==> config.mk <==
export PLATFORM = sky130hd
export DESIGN_NAME = bin2bcd_seq
export DESIGN_NICKNAME = d
export VERILOG_FILES = /design/src/rtl/bin2bcd_seq.sv
export SDC_FILE = /design/constraint.sdc
export NUM_CORES = 1
export LEC_CHECK = 0
export ABC_AREA = 1
export BUFFER_PORTS_ARGS = -buffer_cell sky130_fd_sc_hd__buf_2
export CAP_MARGIN = 20
export CORE_MARGIN = 10
export CORE_UTILIZATION = 40
export CTS_CLUSTER_DIAMETER = 30
export CTS_CLUSTER_SIZE = 20
export DETAILED_ROUTE_END_ITERATION = 8
export PLACE_DENSITY = 0.67
export SYNTH_ARGS = -nofsm -noshare
export SYNTH_HDL_FRONTEND = slang
export SYNTH_SLANG_ARGS = --single-unit
==> constraint.sdc <==
create_clock -name clk -period 1.7 [get_ports clk]
set_clock_uncertainty 0.15 [all_clocks]
set_input_delay 0.255 -clock clk [delete_from_list [all_inputs] [get_ports clk]]
set_output_delay 0.255 -clock clk [all_outputs]
set_load 0.03 [all_outputs]
==> src/rtl/bin2bcd_seq.sv <==
// Sequential binary-to-BCD converter using double dabble, one input bit per clock, with a start/done handshake.
// Optional leading-zero blanking output is enabled by defining BIN2BCD_SEQ_LZB_EN.
module bin2bcd_seq #(
    parameter int BIN_W  = 8,
    parameter int DIGITS = 3
) (
    input  logic                  clk,
    input  logic                  rst,
    input  logic                  start,
    input  logic [BIN_W-1:0]      bin,
    output logic                  ready,
    output logic                  done,
    output logic [DIGITS*4-1:0]   bcd,
    output logic                  ovf
`ifdef BIN2BCD_SEQ_LZB_EN
    ,
    output logic [DIGITS-1:0]     blank
`endif
);

    localparam int CNT_W = (BIN_W > 1) ? $clog2(BIN_W) : 1;

    typedef enum logic {
        IDLE,
        SHIFT
    } state_t;

    state_t               state;
    state_t               state_nxt;

    logic [BIN_W-1:0]     shreg;
    logic [DIGITS*4-1:0]  work;
    logic [DIGITS*4-1:0]  adj;
    logic [DIGITS*4-1:0]  work_nxt;
    logic                 carry;
    logic                 ovf_work;
    logic [CNT_W-1:0]     cnt;
    logic                 accept;
    logic                 last;

    function automatic logic [3:0] dabble_adj(input logic [3:0] d);
        return (d >= 4'd5) ? d + 4'd3 : d;
    endfunction

    // Per-digit +3 correction; digits never carry into each other.
    always_comb begin
        adj = '0;
        for (int i = 0; i < DIGITS; i++) begin
            adj[4*i +: 4] = dabble_adj(work[4*i +: 4]);
        end
    end

    assign {carry, work_nxt} = {adj, shreg[BIN_W-1]};

    assign accept = (state == IDLE) && start;
    assign last   = (state == SHIFT) && (cnt == CNT_W'(BIN_W - 1));

    always_ff @(posedge clk) begin
        if (rst) begin
            state <= IDLE;
        end else begin
            state <= state_nxt;
        end
    end

    always_comb begin
        state_nxt = state;
        ready     = 1'b0;
        case (state)
            IDLE: begin
                ready = 1'b1;
                if (start) begin
                    state_nxt = SHIFT;
                end
            end
            SHIFT: begin
                if (last) begin
                    state_nxt = IDLE;
                end
            end
            default: state_nxt = IDLE;
        endcase
    end

    // Working registers need no reset: they are reloaded on every accept.
    always_ff @(posedge clk) begin
        if (accept) begin
            shreg    <= bin;
            work     <= '0;
            cnt      <= '0;
            ovf_work <= 1'b0;
        end else if (state == SHIFT) begin
            shreg    <= shreg << 1;
            work     <= work_nxt;
            cnt      <= cnt + CNT_W'(1);
            ovf_work <= ovf_work | carry;
        end
    end

    always_ff @(posedge clk) begin
        if (rst) begin
            done <= 1'b0;
            bcd  <= '0;
            ovf  <= 1'b0;
        end else begin
            done <= last;
            if (last) begin
                bcd <= work_nxt;
                ovf <= ovf_work | carry;
            end
        end
    end

`ifdef BIN2BCD_SEQ_LZB_EN
    logic [DIGITS-1:0] blank_nxt;
    logic              zero_above;

    // A digit blanks only when it and every more-significant digit are zero; units never blank.
    always_comb begin
        blank_nxt  = '0;
        zero_above = 1'b1;
        for (int i = DIGITS - 1; i >= 1; i--) begin
            zero_above   = zero_above && (work_nxt[4*i +: 4] == 4'd0);
            blank_nxt[i] = zero_above;
        end
    end

    always_ff @(posedge clk) begin
        if (rst) begin
            blank <= '0;
        end else if (last) begin
            blank <= blank_nxt;
        end
    end
`endif

endmodule

## After elaboration in Yosys (flattened, before gate mapping)

Index checks and enable logic that the tools add are counted.

| storage, ports and cells | value |
|---|---|
| flip-flop bits (word level) | 39 |
| bits of input ports | 11 |

| operators by class | value |
|---|---|
| mux-type cells | 9 |
| add/sub/neg operators | 4 |
| eq/ne operators | 1 |
| bitwise gates (word level) | 2 |
| $lt $le $gt $ge | 3 |
| reduce and logical (&&, ||, !) cells | 3 |

Operator list:

| cell | count |
|---|---|
| 8-bit 2-to-1 mux | 2 |
| 4-bit by 2-bit adder with 4-bit output, second input constant | 3 |
| 4-bit by 3-bit greater-or-equal comparator with 1-bit output, second input constant | 3 |
| 4-bit 2-to-1 mux | 3 |
| 3-bit by 1-bit adder with 3-bit output, second input constant | 1 |
| 3-bit == test, second input constant | 1 |
| 1-bit 2-to-1 mux | 3 |
| 1-bit logical AND | 2 |
| 1-bit one-hot mux with 2 select lines | 1 |
| 2-bit nonzero test | 1 |
| 1-bit inverter | 1 |
| 1-bit OR | 1 |

## Depth between registers and ports, before layout

Gate-level depths: netlist of the first run.

| depth | value |
|---|---|
| depth in word-level cells | 4 |
| gate-level depth with buffers | 10 |

## Worst setup path before layout of the first run

OpenSTA, ideal clock, no wires.

| path | value |
|---|---|
| path kind | register to register |
| from | reg state |
| to | reg shreg[1], data pin |
| stages on the path, launching flop included | 4 |
| arrival time | 0.970 ns |
| setup time | 0.260 ns |
| data required time | 1.290 ns |
| buffers on the path | 0 |
| clock period less this slack | 1.380 ns |
| path slack | 0.320 ns |
| cells stage by stage | dfxtp_1 -> inv_2 -> nand2_4 -> mux2_2 |

| on the way | value |
|---|---|
| longest elaborated chain between the ends | 3 |

Ends and longest elaborated chain:

| item | line | source |
|---|---|---|
| start: declaration | 28 | `state_t state;` |
| start signal: assignment | 62 | `state <= state_nxt;` |
| 1-bit inverter | - |  |
| 1-bit logical AND | 55 | `assign accept = (state == IDLE) && start;` |
| 8-bit 2-to-1 mux | 87 | `if (accept) begin` |
| end signal: assignment | 88 | `shreg <= bin;` |
| end signal: assignment | 93 | `shreg <= shreg << 1;` |
| end: declaration | 31 | `logic [BIN_W-1:0] shreg;` |

No other way between the ends.
A chain may end at the register's enable or synchronous reset.

## Final worst setup path of the first run

| path | value |
|---|---|
| from | reg work[4] |
| to | reg bcd[5] |

| on the way | value |
|---|---|
| longest elaborated chain between the ends | 2 |

Ends and longest elaborated chain:

| item | line | source |
|---|---|---|
| start: declaration | 32 | `logic [DIGITS*4-1:0] work;` |
| start signal: assignment | 94 | `work <= work_nxt;` |
| 4-bit by 2-bit adder with 4-bit output or 4-bit by 3-bit greater-or-equal comparator with 1-bit output (tied branches) | 42 | `return (d >= 4'd5) ? d + 4'd3 : d;` |
| 4-bit 2-to-1 mux (*) | 42 |  |
| end signal: assignment | 108 | `bcd <= work_nxt;` |
| end: declaration | 13 | `output logic [DIGITS*4-1:0] bcd,` |

Every way passes the cells marked *; elsewhere a longest branch is shown, timed or not.

==> reports/results.ini, run 1 <==
[placement]
portBuffers=25
dpl_cell_area_um2=1870
placedCellCount=272
place_hpwl_um=2520
place.gp.congestion=0.794

[synth]
synthDistinctLibCells=21
syn-cell-area_um2=1680
synth_top_cell_by_area=dfxtp_1
syn-num-nets=216
syn_inst=197
synth_area_leaders=dfxtp_1 (37%), edfxtp_1 (14%), nand2_1 (14%)
ys_seq_area_share_pct=51.3
synth_warnings=0
ys_top_cells_by_count=nand2_1 (61), dfxtp_1 (31), nand3_1 (24)
avgSynthCellArea_um2=8.52
synth_top_area_share_pct=37.0
synth_ff_type=dfxtp_1
synth_edf_count=8
synth-seq-cells=39
async_flop_share_pct=0
synth_most_common_cell=nand2_1

[sta]
worst_pin_slew_ns=0.461
setup_viol=0
slew_headroom_pct=69.2
finalCriticalPeriod_ns=1.49
drv_slew=0
timing.final.crit_share_pct=87.8
fmax_mhz=670
hold_violations=0
setup_tns_ns=0
grt_setup_unrepaired=false

[floorplan]
core_area_um2=4030
rows=23
initial_core_util_pct=41.7
fp.dieArea_um2=7190
die_x_um=84.8
dieHeight_um=84.8
io_pins=26

[setup_path]
critPathMaxFanout=6
critical-path-slowest-cell=dfxtp_1
cp_cell_sequence=inv_1 > ha_1 > inv_1 > o21ai_2 > nand2_1 > nand2_1 > nand3_1 > nand2_1
startpoint=work[4]$_SDFFE_PN0P_
cpMostUsedCell=nand2_1
arrival_ns=1.54
cp.required_ns=1.74
worst_setup_path_end_kind=flip-flop
cp-start-kind=flip-flop
cp_slowest_stage_delay_ns=0.43
r2r_start=work[4]$_SDFFE_PN0P_
worstSetupPathType=flip-flop to flip-flop

[cts]
numCtsBuffers=5
path_clk_slew_ns=0.08
clockBufferDepth=2
cts_sinks=39
cts_resized=0
cts_setup_buffers=0
clockRootBuffer=clkbuf_8
clock_latency_ns=0.29
holdBufCountCts=0
htreeDepth=2
cts_tree=yes

[global_route]
globalRouteTotalUtil_pct=10.1
antenna_found_initial=0
grt_overflow=0
grt_max_degree=14
grt_pass1_vias=1265
grt_first_pass_wirelength_um=5900

[cells_and_area]
num_antenna_cells=0
fillers=417
fin_area_um2=1950
nNetsFinal=248
layout-drive-gt1-share_pct=19.6
instances_no_fill=280
syn_to_final_growth_pct=15.9

[power_and_ir_drop]
pwr-share-clk_pct=32.6
power_switching_uw=471
leakage_nw=0.962
powerDensity_nw_per_um2=944
power_frac_comb_pct=11.0
power_mw=1.84
vdd_drop_max_mv=0.487
netSwitchingFraction_pct=25.6
power.internal_mw=1.37
seq_power_share_pct=56.5

[status]
outcome=finished clean

[route]
first_iter_violations=57
drt_pre_antenna_iters=4
ant_nets=0
wl_um=3490
viasPerCell=4.76
wl_per_cell_um=12.5
drc=0
via_count=1334

[flow_run]
cap_violations=0

[hold_path]
min_from=bin[2]
hold_class=input port to flip-flop

critical path, delay by kind of cell, from the launching register on:
kind | cells | cell delay (ns)
DFF | 1 | 0.43
AOI/OAI and AO/OA | 1 | 0.07
and+or+nand+nor | 4 | 0.34
buffers and inverters | 2 | 0.18
adders and majority gates | 1 | 0.22
cell usage in the layout, fill, tap and decap left out, types with 4 or more instances in the layout:
cell,n
inv_1,21
nand2_1,61
clkbuf_8,5
buf_2,25
o21ai_0,12
nand3_1,24
nor2_1,6
edfxtp_1,8
dfxtp_1,31
mux2_2,7
o22ai_1,4
ha_1,8
worst paths after layout:
kind	endpoint	slack (ns)	cells past startpoint
setup / recovery	bcd[5]$_SDFFE_PP0P_	0.21	8
hold / removal	shreg[2]$_DFFE_PP_	0.12	2
setup reg to reg	bcd[5]$_SDFFE_PP0P_	0.21	8
hold reg to reg	bcd[8]$_SDFFE_PP0P_	0.30	2
area by class of cell:
type / instances / area (um2) / area share [%]
inverters: 24 / 91.3 / 4.69
clock inverters: 2 / 7.51 / 0.386
repair buffers: 28 / 148 / 7.59
well taps: 50 / 62.6 / 3.22
clock buffers: 6 / 72.6 / 3.73
flip-flops and latches: 39 / 861 / 44.2
multi-input cells: 131 / 703 / 36.1
per-stage QoR:
stage / worst slack, ns / hold WS (ns) / util, %
floorplan: 0.320 / 0.289 / -
global placement: 0.268 / 0.287 / 46.3
detailed placement: 0.247 / 0.284 / 46.3
CTS: 0.213 / 0.106 / 48.3
global route: 0.0413 / 0.104 / 48.3
finish: 0.207 / 0.115 / 48.3
registers in the layout, summed over array words and instances (netlist names):
register	flops
ovf_work	1
state	1
cnt	3
shreg	8
ovf	1
bcd	12
done	1
work	12
kinds of logic after synthesis:
family / synth area share, %
and+or+nand+nor: 22.8
DFF: 51.3
buffers and inverters: 6.86
AOI/OAI and AO/OA: 8.42
adders and majority gates: 5.96
muxes: 4.69
power groups by stage:
stage / logic [mW] / clock network (mW) / registers, mW
2_1_floorplan: 0.154 / 0 / 1.05
3_3_place_gp: 0.200 / 0 / 1.06
3_5_place_dp: 0.202 / 0 / 1.06
4_1_cts: 0.204 / 0.621 / 1.04
5_1_grt: 0.230 / 0.668 / 1.04
6_report: 0.202 / 0.598 / 1.04
metal layers:
layer | global-route usage (%) | vias up | wire length (um)
li1 | - | 711 | -
met1 | 12.0 | 600 | 1560
met2 | 15.7 | 19 | 1660
met3 | 4.25 | 4 | 204
met4 | 4.04 | 0 | 61
met5 | 0 | - | 0
Power figures use the tool's default switching activity.
==> run 2: changes to the inputs <==
--- a/config.mk
+++ b/config.mk
@@ -13,7 +13,8 @@
 export CTS_CLUSTER_DIAMETER = 30
 export CTS_CLUSTER_SIZE = 20
 export DETAILED_ROUTE_END_ITERATION = 8
-export PLACE_DENSITY = 0.67
+export PLACE_DENSITY = 0.69
+export SETUP_SLACK_MARGIN = 0.5
 export SYNTH_ARGS = -nofsm -noshare
 export SYNTH_HDL_FRONTEND = slang
 export SYNTH_SLANG_ARGS = --single-unit
==> constraint.sdc (replaced) <==
create_clock -name clk -period 1.2 [get_ports clk]
set_clock_uncertainty 0.15 [all_clocks]
set_input_delay 0.18 -clock clk [delete_from_list [all_inputs] [get_ports clk]]
set_output_delay 0.18 -clock clk [all_outputs]
set_load 0.03 [all_outputs]
==> run 2 against run 1 <==
  * The flow now finishes with violations (negative setup slack)
  * First-iteration DRC count unchanged
  * Global-route usage increased by 2.6 points
  * Setup slack got worse by 0.35 ns
  * Critical path depth unchanged
  * Critical path type unchanged
  * Utilization increased by 22 points
  * Fmax increased by 11%
  * Critical endpoint is now bcd[6]$_SDFFE_PP0P_
  * Sequential share of layout area decreased by 11 points
  * Register-to-register slack got worse by 0.35 ns
  * Combinational power increased to 2.8 times the previous value
==> reports/results.ini, run 2 (synthesis gave the netlist of run 1 again) <==
[setup_path]
startpoint=work[4]$_SDFFE_PN0P_
cpMostUsedCell=inv_4
r2r_start=work[4]$_SDFFE_PN0P_
worst_setup_path_end_kind=flip-flop
r2r-end=bcd[6]$_SDFFE_PP0P_
cp.buffers_inverters=2  ; unchanged
worstSetupPathType=flip-flop to flip-flop
crit_cells=8  ; unchanged
critPathMaxFanout=4  ; -2
critical_path.top_delay_family=flip-flops
cp_slowest_stage_delay_ns=0.37  ; -0.06 ns
r2r_cells=8  ; unchanged
arrival_ns=1.43  ; -0.11 ns
critical-path-slowest-cell=dfxtp_4
cp-start-kind=flip-flop
cp-endpoint=bcd[6]$_SDFFE_PP0P_
cp_cell_sequence=inv_4 > ha_4 > inv_4 > o21ai_4 > nand2_4 > nand2_2 > nand3_2 > nand2_1
r2r_setup_slack_ns=-0.15  ; -0.35 ns
cp.required_ns=1.28  ; -0.46 ns

[sta]
slew_headroom_pct=77.7  ; +8.5 points
timing.hold.ws_ns=0.0377  ; -0.0776 ns
hold_violations=0  ; unchanged
grt_setup_unrepaired=true
fmax_mhz=743  ; +11%
timing.final.crit_share_pct=112  ; +24 points
fin_ws_ns=-0.146  ; -0.354 ns
drv_slew=0  ; unchanged
finalCriticalPeriod_ns=1.35  ; -0.146 ns
setup_viol=40  ; +40
worst_pin_slew_ns=0.334  ; -0.127 ns

[cells_and_area]
fin_util_pct=69.8  ; +22 points
fillers=296  ; -29%
nNetsFinal=283  ; +14%
num_antenna_cells=0  ; unchanged
seq_area_um2=936  ; +8.7%
top_regs=bcd (12), work (12), shreg (8)
fin_area_um2=2810  ; +45%
syn_to_final_growth_pct=67.5
layout-drive-gt1-share_pct=62.6  ; +43 points
final_cell_mix=nand2_1 (41), buf_6 (27), buf_4 (23)
multiInputGateArea_um2=1050  ; +50%
final_common_cell=nand2_1

[route]
ant_nets=0  ; unchanged
wl_per_cell_um=15.4  ; +24%
first_iter_violations=57  ; unchanged
drt_pre_antenna_iters=4  ; unchanged
wl_um=4870  ; +39%
viasPerCell=4.96  ; +4.0%
via_count=1561  ; +17%
drc=0  ; unchanged

[cts]
numCtsBuffers=5  ; unchanged
clock_latency_ns=0.29  ; about the same
htreeDepth=2  ; unchanged
cts_sinks=39  ; unchanged
clockRootBuffer=clkbuf_8
clockBufferDepth=2  ; unchanged
path_clk_slew_ns=0.08  ; about the same
cts_tree=yes

[floorplan]
die_x_um=84.8  ; unchanged
dieHeight_um=84.8  ; unchanged
fp.dieArea_um2=7190  ; unchanged
core_area_um2=4030  ; unchanged
rows=23  ; unchanged
initial_core_util_pct=41.7  ; unchanged
io_pins=26  ; unchanged

[global_route]
grt_max_degree=14  ; unchanged
grt_pass1_vias=1544  ; +22%
globalRouteTotalUtil_pct=12.7  ; +2.6 points
grt_overflow=0  ; unchanged
grt_first_pass_wirelength_um=7470  ; +27%
antenna_found_initial=0  ; unchanged

[placement]
portBuffers=25  ; unchanged
place_hpwl_um=2700  ; +7.4%
dpl_cell_area_um2=2150  ; +15%
place.gp.congestion=0.809  ; +1.9%

[power_and_ir_drop]
powerDensity_nw_per_um2=1030  ; +8.8%
leakage_nw=1.32  ; +37%
vdd_drop_max_mv=0.865  ; +78%

[flow_run]
cap_violations=0  ; unchanged

[status]
outcome=finished with violations
violations=negative setup slack

[hold_path]
min_from=bin[4]
hold_class=input port to flip-flop

[run 2: worst register-to-register path, stage by stage (launching register included)]
cell and delay (ns):
dfxtp_4 0.37, inv_4 0.06, ha_4 0.13, inv_4 0.04, o21ai_4 0.20, nand2_4 0.11
nand2_2 0.10, nand3_2 0.07, nand2_1 0.06
[run 2: how the worst min path moves through the flow]
stage / end / cells past startpoint
3_3_place_gp: bcd[2]$_SDFFE_PP0P_ / 2
3_5_place_dp: bcd[6]$_SDFFE_PP0P_ / 2
6_report: shreg[4]$_DFFE_PP_ / 2
5_1_grt: shreg[6]$_DFFE_PP_ / 2
2_1_floorplan: ovf_work$_SDFFE_PN0P_ / 3
4_1_cts: shreg[4]$_DFFE_PP_ / 2
[run 2: per-stage QoR]
step | std cells | TNS (ns) | setup slack (ns) | power (mW)
3_3_place_gp | 289 | -1.85 | -0.0993 | 1.87
6_report | 315 | -3.09 | -0.146 | 2.89
4_1_cts | 308 | -2.36 | -0.0947 | 2.84
5_1_grt | 315 | -5.31 | -0.197 | 3.03
3_5_place_dp | 289 | -2.43 | -0.142 | 1.89
2_1_floorplan | 197 | -0.896 | -0.0565 | 1.73
[run 2: timing repair]
| action | in CTS | in global routing |
|---|---|---|
| gates resized for setup | 90 | 43 |
| pin swaps | 18 | 20 |
| endpoints found under the setup margin | 62 | 62 |
| buffers inserted | 8 | 6 |
| gates cloned | 3 | 1 |
| hold buffers | 0 | 0 |
[run 2: report_power, final]
group	leakage (nW)	switching, mW	internal, mW	total [mW]
combinational	0.930	0.289	0.279	0.568
clock	0.0395	0.447	0.413	0.861
sequential	0.349	0.0670	1.39	1.46
total	1.32	0.803	2.08	2.89
[run 2: cell type report]
cell class	instances	area share [%]
clock buffers	8	2.85
inverters	24	4.72
multi-input cells	131	37.5
flip-flops and latches	39	33.3
well taps	50	2.22
repair buffers	60	18.7
repair inverters	3	0.756
[run 2: metal layers]
layer,global-route usage [%],wire [um],share of wire (%),vias up
met1,13.9,2020,42,743
li1,-,-,-,778
met2,22.0,2560,53,34
met3,3.96,206,4.2,6
met4,5.39,74,1.5,0
met5,0,0,0,-
==> run 3: changes to the inputs <==
--- a/config.mk
+++ b/config.mk
@@ -13,7 +13,6 @@
 export CTS_CLUSTER_DIAMETER = 30
 export CTS_CLUSTER_SIZE = 20
 export DETAILED_ROUTE_END_ITERATION = 8
-export PLACE_DENSITY = 0.69
 export SETUP_SLACK_MARGIN = 0.5
 export SYNTH_ARGS = -nofsm -noshare
 export SYNTH_HDL_FRONTEND = slang
==> run 3 against run 2 <==
  * The run still ends with negative setup slack left
  * First-iteration DRC count up 5.3%
  * Via count down 1.9%
  * Critical path depth unchanged
  * Register-to-register slack about the same
  * Cell area up 1.2%
  * Largest power group unchanged
==> reports/results.ini, run 3 (synthesis gave the netlist of run 1 again) <==
[power_and_ir_drop]
leakage_nw=1.30  ; -1.1%
vdd_drop_max_mv=0.845  ; -2.3%
power_mw=2.91  ; +0.66%
powerDensity_nw_per_um2=1020  ; -0.50%

[global_route]
antenna_found_initial=0  ; unchanged
grt_first_pass_wirelength_um=7390  ; -1.0%
grt_max_degree=14  ; unchanged
globalRouteTotalUtil_pct=12.3  ; -0.37 points
grt_pass1_vias=1525  ; -1.2%
grt_overflow=0  ; unchanged

[floorplan]
io_pins=26  ; unchanged
dieHeight_um=84.8  ; unchanged
core_area_um2=4030  ; unchanged
initial_core_util_pct=41.7  ; unchanged
fp.dieArea_um2=7190  ; unchanged
die_x_um=84.8  ; unchanged
rows=23  ; unchanged

[placement]
place.gp.congestion=0.780  ; -3.5%
pre_cts_ws_ns=-0.135  ; +0.00759 ns
placedCellCount=287  ; -0.69%
place_hpwl_um=2670  ; -1.0%
portBuffers=25  ; unchanged

[flow_run]
cap_violations=0  ; unchanged

[cts]
path_clk_slew_ns=0.07  ; about the same
numCtsBuffers=5  ; unchanged
cts_sinks=39  ; unchanged
clockRootBuffer=clkbuf_8
holdBufCountCts=0  ; unchanged
cts_tree=yes
clock_latency_ns=0.30  ; about the same
clockBufferDepth=2  ; unchanged
htreeDepth=2  ; unchanged

[sta]
finalCriticalPeriod_ns=1.34  ; -0.00441 ns
setup_tns_ns=-2.39  ; +0.698 ns
hold_violations=0  ; unchanged
slew_headroom_pct=77.0  ; -0.67 points
drv_slew=0  ; unchanged
setup_viol=32  ; -20%
timing.final.crit_share_pct=112  ; -0.37 points
fin_ws_ns=-0.142  ; +0.00441 ns
fmax_mhz=745  ; +0.33%
worst_pin_slew_ns=0.344  ; +0.0101 ns
grt_setup_unrepaired=true

[setup_path]
cp.required_ns=1.29  ; about the same
worst_setup_path_end_kind=flip-flop
cp_slowest_stage_delay_ns=0.37  ; about the same
arrival_ns=1.43  ; about the same
cp-start-kind=flip-flop
cp_cell_sequence=inv_4 > ha_4 > inv_4 > o21ai_4 > nand2_4 > nand2_4 > nand3_2 > nand2_1
cp.buffers_inverters=2  ; unchanged
critical_path.top_delay_family=flip-flops
worstSetupPathType=flip-flop to flip-flop
critical-path-slowest-cell=dfxtp_4
critPathMaxFanout=4  ; unchanged

[cells_and_area]
instances_no_fill=312  ; -0.95%
final_cell_mix=nand2_1 (37), buf_6 (25), buf_4 (24)
nNetsFinal=280  ; -1.1%
top_regs=bcd (12), work (12), shreg (8)
num_antenna_cells=0  ; unchanged
fillers=304  ; +2.7%
seq_area_um2=932  ; -0.40%
final_common_cell=nand2_1
layout-drive-gt1-share_pct=67.9  ; +5.3 points
multiInputGateArea_um2=1120  ; +6.2%
syn_to_final_growth_pct=69.4

[route]
drc=0  ; unchanged
drt_pre_antenna_iters=4  ; unchanged
wl_um=4350  ; -11%
first_iter_violations=60  ; +5.3%
wl_per_cell_um=14.0  ; -9.7%
ant_nets=0  ; unchanged
viasPerCell=4.91  ; -0.98%
via_count=1531  ; -1.9%

[hold_path]
hold_class=input port to flip-flop

[status]
outcome=finished with violations
violations=negative setup slack

run 3: cell types whose count changed in the layout (fill, tap and decap cells not counted), sizes merged:
cell and change:
buf -1, clkbuf -2, clkinv +1, inv -1
run 3: through the flow:
stage	hold slack (ns)	utilization, %	cell area [um2]
final	0.0342	70.6	2850
after global routing	0.0319	70.6	2850
after CTS	0.0280	63.4	2550
after detailed placement	0.285	53.0	2140
after global placement	0.282	53.0	2140
after floorplan	0.215	-	1840
run 3: final cells by class:
type | instances | share of cell area, %
Multi-Input combinational cell | 131 | 39.3
Sequential cell | 39 | 32.8
Timing Repair Buffer | 59 | 18.0
Inverter | 24 | 4.49
Clock buffer | 6 | 2.55
Tap cell | 50 | 2.20
Timing Repair inverter | 1 | 0.396
Clock inverter | 2 | 0.308
run 3: layer usage:
metal,vias up,GRT usage (%),wire [um]
met5,-,0,0
met4,0,5.39,70
met3,7,4.64,252
met2,29,19.6,2100
met1,709,14.4,1930
li1,786,-,-
run 3: path summary, 6_finish.rpt:
check	startpoint	endpoint	slack, ns	depth (start not counted)
setup / recovery	work[4]$_SDFFE_PN0P_	work[6]$_SDFFE_PN0P_	-0.14	8
hold / removal	bin[0]	shreg[0]$_SDFFCE_PP0P_	0.03	3
setup reg to reg	work[4]$_SDFFE_PN0P_	work[6]$_SDFFE_PN0P_	-0.14	8
hold reg to reg	bcd[5]$_SDFFE_PP0P_	bcd[5]$_SDFFE_PP0P_	0.31	2
run 3: power breakdown:
group	total (mW)	internal (mW)	switching, mW
Combinational	0.594	0.292	0.302
Sequential	1.45	1.39	0.0581
Clock	0.863	0.400	0.463
run 3: repair_timing:
item,4_1_cts,5_1_grt
gates resized for setup,86,55
setup endpoints to repair,62,62
setup buffers,7,8
gates cloned,1,1
pin swaps,13,29
run 3: tightest hold or removal path: cells and delay by family:
kind                   cells  cell delay (ns)
buffers and inverters      2             0.10
AND/OR/NAND/NOR            1             0.08
